[src/rtl/muldiv_seq.sv]
// ---------------------------------------------------------------------------
// muldiv_seq
//
// Multi-cycle multiply/divide sequencer that owns the HI/LO write path.
// MULTU/MULT use radix-2 shift-add, DIVU/DIV use restoring division, both
// over operand magnitudes with a final sign-fix cycle.
//
// Sequence: IDLE -> ITER (DW cycles) -> FIX -> DONE -> IDLE.
// A start sampled at edge N gives hilo_we/done during cycle N+DW+2.
//
// Handshake: start is a one-cycle request accepted only in IDLE (flush has
// priority). While busy, any start or hilo_rd raises stall so the requester
// holds. hilo_we/done pulse for the single DONE cycle, and hi/lo carry the
// result during that pulse.
//
// Optional build macro: MULDIV_FASTMUL_EN
//   When defined, MULT/MULTU go IDLE -> DONE and the product is formed
//   combinationally from the latched magnitudes. Divide is unchanged.
//
// Ports:
//   clk         pipeline clock
//   rst         asynchronous active-low reset
//   start       EX-stage mult/div request
//   op          00 MULTU, 01 MULT, 10 DIVU, 11 DIV
//   src_a       multiplicand / dividend
//   src_b       multiplier / divisor
//   flush       cancel in-flight operation
//   hilo_rd     ID stage holds MFHI/MFLO
//   busy        operation in flight (ITER, FIX, DONE)
//   stall       busy & (hilo_rd | start)
//   hilo_we     one-cycle HI/LO write strobe
//   done        completion pulse, same cycle as hilo_we
//   hi, lo      result (remainder / quotient for divide)
//   dbg_state_o current FSM state for debug/checkers
// ---------------------------------------------------------------------------
module muldiv_seq #(
   parameter int DW    = 32,
   parameter int CNT_W = 6
) (
   input  logic          clk,
   input  logic          rst,
   input  logic          start,
   input  logic [1:0]    op,
   input  logic [DW-1:0] src_a,
   input  logic [DW-1:0] src_b,
   input  logic          flush,
   input  logic          hilo_rd,
   output logic          busy,
   output logic          stall,
   output logic          hilo_we,
   output logic          done,
   output logic [DW-1:0] hi,
   output logic [DW-1:0] lo,
   output logic [1:0]    dbg_state_o
);

   typedef enum logic [1:0] {
      S_IDLE = 2'd0,
      S_ITER = 2'd1,
      S_FIX  = 2'd2,
      S_DONE = 2'd3
   } state_t;

   state_t            state_q;
   logic [CNT_W-1:0]  cnt_q;
   logic              is_div_q;
   logic              neg_res_q;   // product/quotient must be negated
   logic              neg_rem_q;   // remainder takes dividend's (negative) sign
   logic              div0_q;
   logic [DW-1:0]     opb_q;       // multiplicand (mul) or divisor (div)
   logic [2*DW-1:0]   acc_q;       // {hi,lo} product or {rem,quot}
   logic [DW-1:0]     hi_q;        // last committed HI
   logic [DW-1:0]     lo_q;        // last committed LO

   // ---- operand capture ----------------------------------------------------
   logic          op_signed;
   logic          sign_a;
   logic          sign_b;
   logic [DW-1:0] mag_a;
   logic [DW-1:0] mag_b;

   assign op_signed = op[0];
   assign sign_a    = op_signed & src_a[DW-1];
   assign sign_b    = op_signed & src_b[DW-1];
   assign mag_a     = sign_a ? (~src_a + 1'b1) : src_a;
   assign mag_b     = sign_b ? (~src_b + 1'b1) : src_b;

   // ---- multiply step: conditional add into upper half, then shift right ---
   logic [DW:0]     mul_sum;
   logic [2*DW-1:0] mul_step_d;

   assign mul_sum    = {1'b0, acc_q[2*DW-1:DW]} + (acc_q[0] ? {1'b0, opb_q} : '0);
   assign mul_step_d = {mul_sum, acc_q[DW-1:1]};

   // ---- divide step: shift {rem,quot} left, trial subtract -----------------
   // The shifted remainder needs DW+1 bits; when no borrow occurs the
   // difference is below the divisor, so DW bits of it are exact.
   logic [DW:0]     rem_sh;
   logic            div_borrow;
   logic [DW-1:0]   div_trial;
   logic [2*DW-1:0] div_step_d;

   assign rem_sh     = acc_q[2*DW-1:DW-1];
   assign div_borrow = rem_sh < {1'b0, opb_q};
   assign div_trial  = rem_sh[DW-1:0] - opb_q;
   assign div_step_d = div_borrow ? {rem_sh[DW-1:0], acc_q[DW-2:0], 1'b0}
                                  : {div_trial,      acc_q[DW-2:0], 1'b1};

   // ---- sign fix ------------------------------------------------------------
   // Divide by zero leaves quotient all ones and remainder equal to the
   // dividend magnitude; applying only the remainder sign restores src_a.
   logic [DW-1:0]   quot;
   logic [DW-1:0]   rem;
   logic [2*DW-1:0] fix_d;

   assign quot = acc_q[DW-1:0];
   assign rem  = acc_q[2*DW-1:DW];

   always_comb begin
      fix_d = acc_q;
      if (!is_div_q) begin
         fix_d = neg_res_q ? (~acc_q + 1'b1) : acc_q;
      end else begin
         fix_d[DW-1:0]    = (neg_res_q && !div0_q) ? (~quot + 1'b1) : quot;
         fix_d[2*DW-1:DW] = neg_rem_q ? (~rem + 1'b1) : rem;
      end
   end

   // ---- result presented in DONE -------------------------------------------
   logic [2*DW-1:0] res;

`ifdef MULDIV_FASTMUL_EN
   logic [2*DW-1:0] fast_prod;

   assign fast_prod = {{DW{1'b0}}, opb_q} * {{DW{1'b0}}, acc_q[DW-1:0]};
   assign res       = is_div_q ? acc_q : (neg_res_q ? (~fast_prod + 1'b1) : fast_prod);
`else
   assign res = acc_q;
`endif

   // ---- FSM + datapath ------------------------------------------------------
   always_ff @(posedge clk or negedge rst) begin
      if (!rst) begin
         state_q   <= S_IDLE;
         cnt_q     <= '0;
         is_div_q  <= 1'b0;
         neg_res_q <= 1'b0;
         neg_rem_q <= 1'b0;
         div0_q    <= 1'b0;
         opb_q     <= '0;
         acc_q     <= '0;
         hi_q      <= '0;
         lo_q      <= '0;
      end else begin
         case (state_q)
            S_IDLE: begin
               if (start && !flush) begin
                  is_div_q  <= op[1];
                  neg_res_q <= sign_a ^ sign_b;
                  neg_rem_q <= sign_a;
                  div0_q    <= (src_b == '0);
                  cnt_q     <= CNT_W'(DW);
                  if (op[1]) begin
                     opb_q <= mag_b;
                     acc_q <= {{DW{1'b0}}, mag_a};
                  end else begin
                     opb_q <= mag_a;
                     acc_q <= {{DW{1'b0}}, mag_b};
                  end
`ifdef MULDIV_FASTMUL_EN
                  state_q <= op[1] ? S_ITER : S_DONE;
`else
                  state_q <= S_ITER;
`endif
               end
            end
            S_ITER: begin
               if (flush) begin
                  state_q <= S_IDLE;
                  cnt_q   <= '0;
               end else begin
                  acc_q <= is_div_q ? div_step_d : mul_step_d;
                  cnt_q <= cnt_q - CNT_W'(1);
                  if (cnt_q == CNT_W'(1)) state_q <= S_FIX;
               end
            end
            S_FIX: begin
               if (flush) begin
                  state_q <= S_IDLE;
               end else begin
                  acc_q   <= fix_d;
                  state_q <= S_DONE;
               end
            end
            S_DONE: begin
               if (!flush) begin
                  hi_q <= res[2*DW-1:DW];
                  lo_q <= res[DW-1:0];
               end
               state_q <= S_IDLE;
            end
            default: state_q <= S_IDLE;
         endcase
      end
   end

   // ---- outputs -------------------------------------------------------------
   assign busy        = (state_q != S_IDLE);
   assign stall       = busy & (hilo_rd | start);
   assign hilo_we     = (state_q == S_DONE) & ~flush;
   assign done        = hilo_we;
   // hi/lo only show the new result while it is actually being written.
   assign hi          = hilo_we ? res[2*DW-1:DW] : hi_q;
   assign lo          = hilo_we ? res[DW-1:0]    : lo_q;
   assign dbg_state_o = state_q;

endmodule

[config.mk]
export PLATFORM = sky130hd
export DESIGN_NAME = muldiv_seq
export DESIGN_NICKNAME = d
export VERILOG_FILES = /design/src/rtl/muldiv_seq.sv
export SDC_FILE = /design/constraint.sdc
export NUM_CORES = 1
export LEC_CHECK = 0
export BUFFER_PORTS_ARGS = -buffer_cell sky130_fd_sc_hd__buf_2
export CORE_MARGIN = 5
export CORE_UTILIZATION = 66
export DETAILED_ROUTE_END_ITERATION = 16
export HOLD_SLACK_MARGIN = 0.1
export PLACE_DENSITY = 0.88
export SLEW_MARGIN = 20
export SYNTH_ARGS = -nofsm -noshare
export SYNTH_HDL_FRONTEND = slang
export SYNTH_SLANG_ARGS = --single-unit
[constraint.sdc]
create_clock -name clk -period 10.95 [get_ports clk]
set_clock_uncertainty 0.15 [all_clocks]
set_input_delay 0.5475 -clock clk [delete_from_list [all_inputs] [get_ports clk]]
set_output_delay 0.5475 -clock clk [all_outputs]
set_load 0.05 [all_outputs]
Word level (Yosys, flattened, before mapping)
Index checks and enable logic that the tools add are counted.
Widths: inputs -> output; s select.
- bits in registers: 172
- input bits: 71
- output and inout bits: 70
- word-level logic and storage cells: 83
- add/subtract/negate cells: 8
- $lt $le $gt $ge: 1
- equality and inequality tests: 11
- multiplexer cells: 25
- bitwise gates (word level): 12
- reduce and logical (&&, ||, !) cells: 15
- operator list (kind ; count):
    $mux 64 ; 7
    $mux 32 ; 9
    $pmux 64 s3 ; 1
    $add 32x1->32 const B ; 4
    $not 32->32 ; 4
    $add 64x1->64 const B ; 1
    $not 64->64 ; 1
    $add 32x32->33 ; 1
    $lt 33x32->1 ; 1
    $logic_not 32->1 ; 1
    $sub 32x32->32 ; 1
    $mux 6 ; 2
    $ne 3x3->1 const B ; 4
    $pmux 6 s2 ; 1
    $reduce_and 6->1 ; 2
    $mux 2 ; 4
    $pmux 2 s4 ; 1
    $reduce_and 2->1 ; 4
    $eq 6x1->1 const B ; 1
    $ne 2x2->1 const B ; 3
    $sub 6x1->6 const B ; 1
    $and 1x1->1 ; 4
    $eq 2x2->1 const B ; 2
    $reduce_bool 2->1 ; 2
    8 further kinds ; 10

Logic depth before layout (Yosys ltp)
- depth after elaboration: 6
- depth in mapped cells: 15
- gate-level depth less buffers: 14

Least setup slack after synthesis
OpenSTA, ideal clock, no wires.
- path kind: reg2reg
- from: register acc_q[0]
- to: register acc_q[63]
- library setup time: 0.126 ns
- arrival time: 3.512 ns
- data required time: 10.674 ns
- setup slack: 7.162 ns
- cell stages (with the launch flop): 15
- path buffers: 1
- clock period less this slack: 3.788 ns
- cell sequence: dfrtp_1 > inv_1 > buf_1 > nor2_1 > ha_1 > nor2b_1 > o31a_1 > o21ai_0 > o21ai_0 > o211ai_1 > a31oi_1 > o41ai_1 > o221ai_1 > a211o_1 > a221o_1
- longest elaborated chain between the ends: 6
- elaborated cells between the ends (all ways): 10
- those cells by class: add/sub: 2; mux: 7; bitwise: 1
- ends and longest elaborated chain (item ; RTL line ; source):
    start, declared ; 71 ; logic [2*DW-1:0] acc_q;
    start signal, assigned ; 165 ; acc_q <= {{DW{1'b0}}, mag_a};
    start signal, assigned ; 168 ; acc_q <= {{DW{1'b0}}, mag_b};
    start signal, assigned ; 182 ; acc_q <= is_div_q ? div_step_d : mul_step_d;
    $not 64->64 ; 122 ; fix_d = neg_res_q ? (~acc_q + 1'b1) : acc_q;
    $add 64x1->64 ; 122 ;
    $mux 64 ; 122 ;
    $mux 64 ; 121 ; if (!is_div_q) begin
    $mux 64 ; 188 ; if (flush) begin
    $pmux 64 s3 * ; 155 ; case (state_q)
Mark *: on every way between the ends. The rest lies on a longest branch, timed or not. The select of a mux whose other input is x is not followed.
A chain may end at the register's enable or synchronous reset.

Worst setup path after layout
Same ends and word-level chain as after synthesis.

==> impl_metrics.ini <==
[final_layout]
finalInstanceArea_mm2 = 0.01614
fin_util_pct = 73.71
layout-drive-gt1-share_pct = 14.94
syn_to_final_growth_pct = 9.362
finalNetCount = 2084
insertedDiodeCount = 0

[hold_path]
hp-class = primary input to async pin

[yosys]
syn_area_mm2 = 0.01475
yosys_warnings = 0
ys_seq_elements = 172
ys.flop_type = dfrtp_1
synth_cell_types = 77
synth_edf_count = 0
avgSynthCellArea_um2 = 7.865
seq_area_frac_synth_pct = 29.17
synth_nets = 2025
netlist_instances = 1876
async_flop_share_pct = 100.0

[worst_setup_path]
worst_setup_path_start_kind = flop
worstPathRequired_ps = 11130
ff2ff_setup_slack_ps = 6360
rr_worst_depth = 13
worstSetupPathType = flop to flop
cp_top_family = compound AO/OA/AOI/OAI gates
crit_start = acc_q[0]$_DFFE_PN0P_
path_cells = inv_2 > nor2_1 > ha_1 > nor2b_1 > o31a_1 > o21ai_0 > o21ai_0 > o211ai_1 > a31oi_1 > o41ai_1 > o221ai_1 > a211o_1 > a221o_1
cp_max_fo = 33
cpPeakStageDelay_ps = 520
critical_path_depth = 13
r2r_end = acc_q[63]$_DFFE_PN0P_
timing.rr.start = acc_q[0]$_DFFE_PN0P_
end_kind = flop
crit_end = acc_q[63]$_DFFE_PN0P_
cp_slowest_cell = inv_2
path_buf_inv = 1
crit_path_frequent_cell = o21ai_0
critPathArrivalTime_ps = 4760

[sta]
tightest_slew_ps = 1144
timing.final.crit_share_pct = 41.88
max_clock_freq_mhz = 218.0
hold_violations = 0
finalSetupTns_ps = 0
rsz0062_at_grt = false
setup_viol = 0
post-route-min-period_ps = 4586
final_max_slew_viol_count = 0
timing.slew.headroom_pct = 23.54
hold_ws_ps = 76.27

[power_and_ir_drop]
vdd.ir_drop.worst_mv = 0.2145
p_per_area_mw_per_mm2 = 290.9
p_total_mw = 4.694
p_leak_nw = 7.370

[clock_tree]
htreeDepth = 4
cts_buffers = 17
cts_setup_buffers = 0
clock_sinks = 172
clk_pin_slew_ps = 80
clockBufferDepth = 2
clock_latency_ps = 450
cts-root-buf = clkbuf_16
postCtsHoldBufs = 0
cts_tree = yes
ctsResizeCount = 0

[job]
cap_viol_max_count = 0

[placed_design]
gp_congestion = 0.9838
dpl_cell_area_mm2 = 0.01549
dpl.hpwl_um = 33550
portBuffers = 140

[drt]
first_pass_iters = 6
routed_wl_um = 45600
drt_iter0_markers = 1952
vias = 14850
wl_per_cell_um = 20.47
ant_nets = 0
drc = 0
via_per_inst = 6.666

[grt]
antenna_found_initial = 0
grt_pass1_vias = 13940
grt_first_pass_wirelength_um = 73490
grt_usage_pct = 34.79
grt_overflow = 0
grt_max_degree = 107

[floorplan]
fp-row-count = 54
die_w_um = 159.5
io_pins = 141
dieHeight_um = 159.5
dieArea_mm2 = 0.02545
core_mm2 = 0.02189
start_util_pct = 67.40

[status]
status = finished, final reports clean
report_power, final:
group / switching [mW] / total (mW) / internal, mW
Combinational: 1.91 / 2.89 / 0.974
Clock: 0.323 / 0.639 / 0.316
Sequential: 0.282 / 1.17 / 0.886
state kept, by name (all words and copies together), names as in the netlist:
signal / flops
cnt_q: 6
neg_rem_q: 1
lo_q: 32
is_div_q: 1
neg_res_q: 1
dbg_state_o: 2
opb_q: 32
div0_q: 1
hi_q: 32
acc_q: 64
routing by layer:
metal	routed length [um]	up-vias	global-route usage, %
li1	-	6906	-
met1	19170	6903	49.76
met2	20070	902	52.75
met3	4469	140	5.669
met4	1894	0	14.04
met5	0	-	0
stage by stage:
step | setup WS [ps] | std cells
floorplan | 7162 | 1876
CTS | 5992 | 2228
global route | 6084 | 2228
global placement | 6182 | 2196
finish | 6364 | 2228
detailed placement | 6018 | 2196
cells in the mapped netlist, drive strengths merged, types with 4 or more instances:
master    n  area [um^2]
clkbuf   92        346.6
a31oi    17        106.4
a21o     30        225.2
a211oi   19        142.6
a21oi   171        859.6
o21a     10        75.07
o21ai   193        965.9
o221ai   13        113.9
o22ai    13        81.33
o31a      5        43.79
o211ai   19        142.6
o311ai    6        52.55
or4      17        135.1
nor2b    12        75.07
nor4     26        190.2
nand2   196        735.7
ha       76        950.9
or2      11        68.82
inv      73        274.0
o32ai     4        35.03
nand2b   15        93.84
a221oi    6        52.55
nor3     53        270.3
nand4     9        56.30
a41oi     4        35.03
xor2     49        429.2
nand3    27        135.1
and2      8        50.05
nor4b     4        35.03
xnor2    70        613.1
o21bai   11        82.58
a22oi    11        82.58
or3      18        127.6
nor2    197        739.5
mux2i    36        360.4
nand3b    5        37.54
buf      22        98.85
and3      7        43.79
mux2     74        833.3
o41ai    16        140.1
o31ai    19        142.6
dfrtp   172         4304
cell families (layout without fill, tap and decap cells):
group                    Yosys count  after routing  share of synthesized area [%]
AND/OR/NAND/NOR                  614            614                          19.45
AO/OA/AOI/OAI                    594            594                          24.58
buffers and inverters            189            261                          4.927
flip-flops                       172            172                          29.17
XOR/XNOR                         119            119                          7.064
multiplexers                     110            110                          8.090
adder cells (fa/ha/maj)           78             78                          6.716
area by class of cell:
cell class              instances  area (um^2)
well taps                     280        350.3
flip-flops and latches        172         4305
repair buffers                154        812.0
clock buffers                  17        425.4
fillers                      1759         5756
clock inverters                15        214.0
inverters                      75        281.5
multi-input cells            1515         9747
cells in the final DEF, fill, tap and decap left out, drive strengths merged, types with 15 or more instances in the layout:
cell type,Yosys,final
ha,76,76
o211ai,19,19
nand2,196,196
xnor2,70,70
nand2b,15,15
buf,22,154
o21ai,193,193
nor4,26,26
nor3,53,53
nor2,197,197
a21oi,171,171
clkbuf,92,17
inv,73,77
a31oi,17,17
xor2,49,49
or4,17,17
o31ai,19,19
or3,18,18
mux2,74,74
nand3,27,27
dfrtp,172,172
o41ai,16,16
mux2i,36,36
a211oi,19,19
a21o,30,30
worst min path at each step:
stage | from | slack, ps | endpoint | cells past startpoint
floorplan | rst | 100 | acc_q[0]$_DFFE_PN0P_ | 0
global placement | opb_q[29]$_DFFE_PN0P_ | 300 | opb_q[29]$_DFFE_PN0P_ | 2
detailed placement | opb_q[29]$_DFFE_PN0P_ | 310 | opb_q[29]$_DFFE_PN0P_ | 2
CTS | rst | 130 | cnt_q[2]$_DFFE_PN0P_ | 1
global route | rst | 160 | cnt_q[2]$_DFFE_PN0P_ | 1
finish | rst | 80 | cnt_q[2]$_DFFE_PN0P_ | 1
Power figures use the tool's default switching activity.
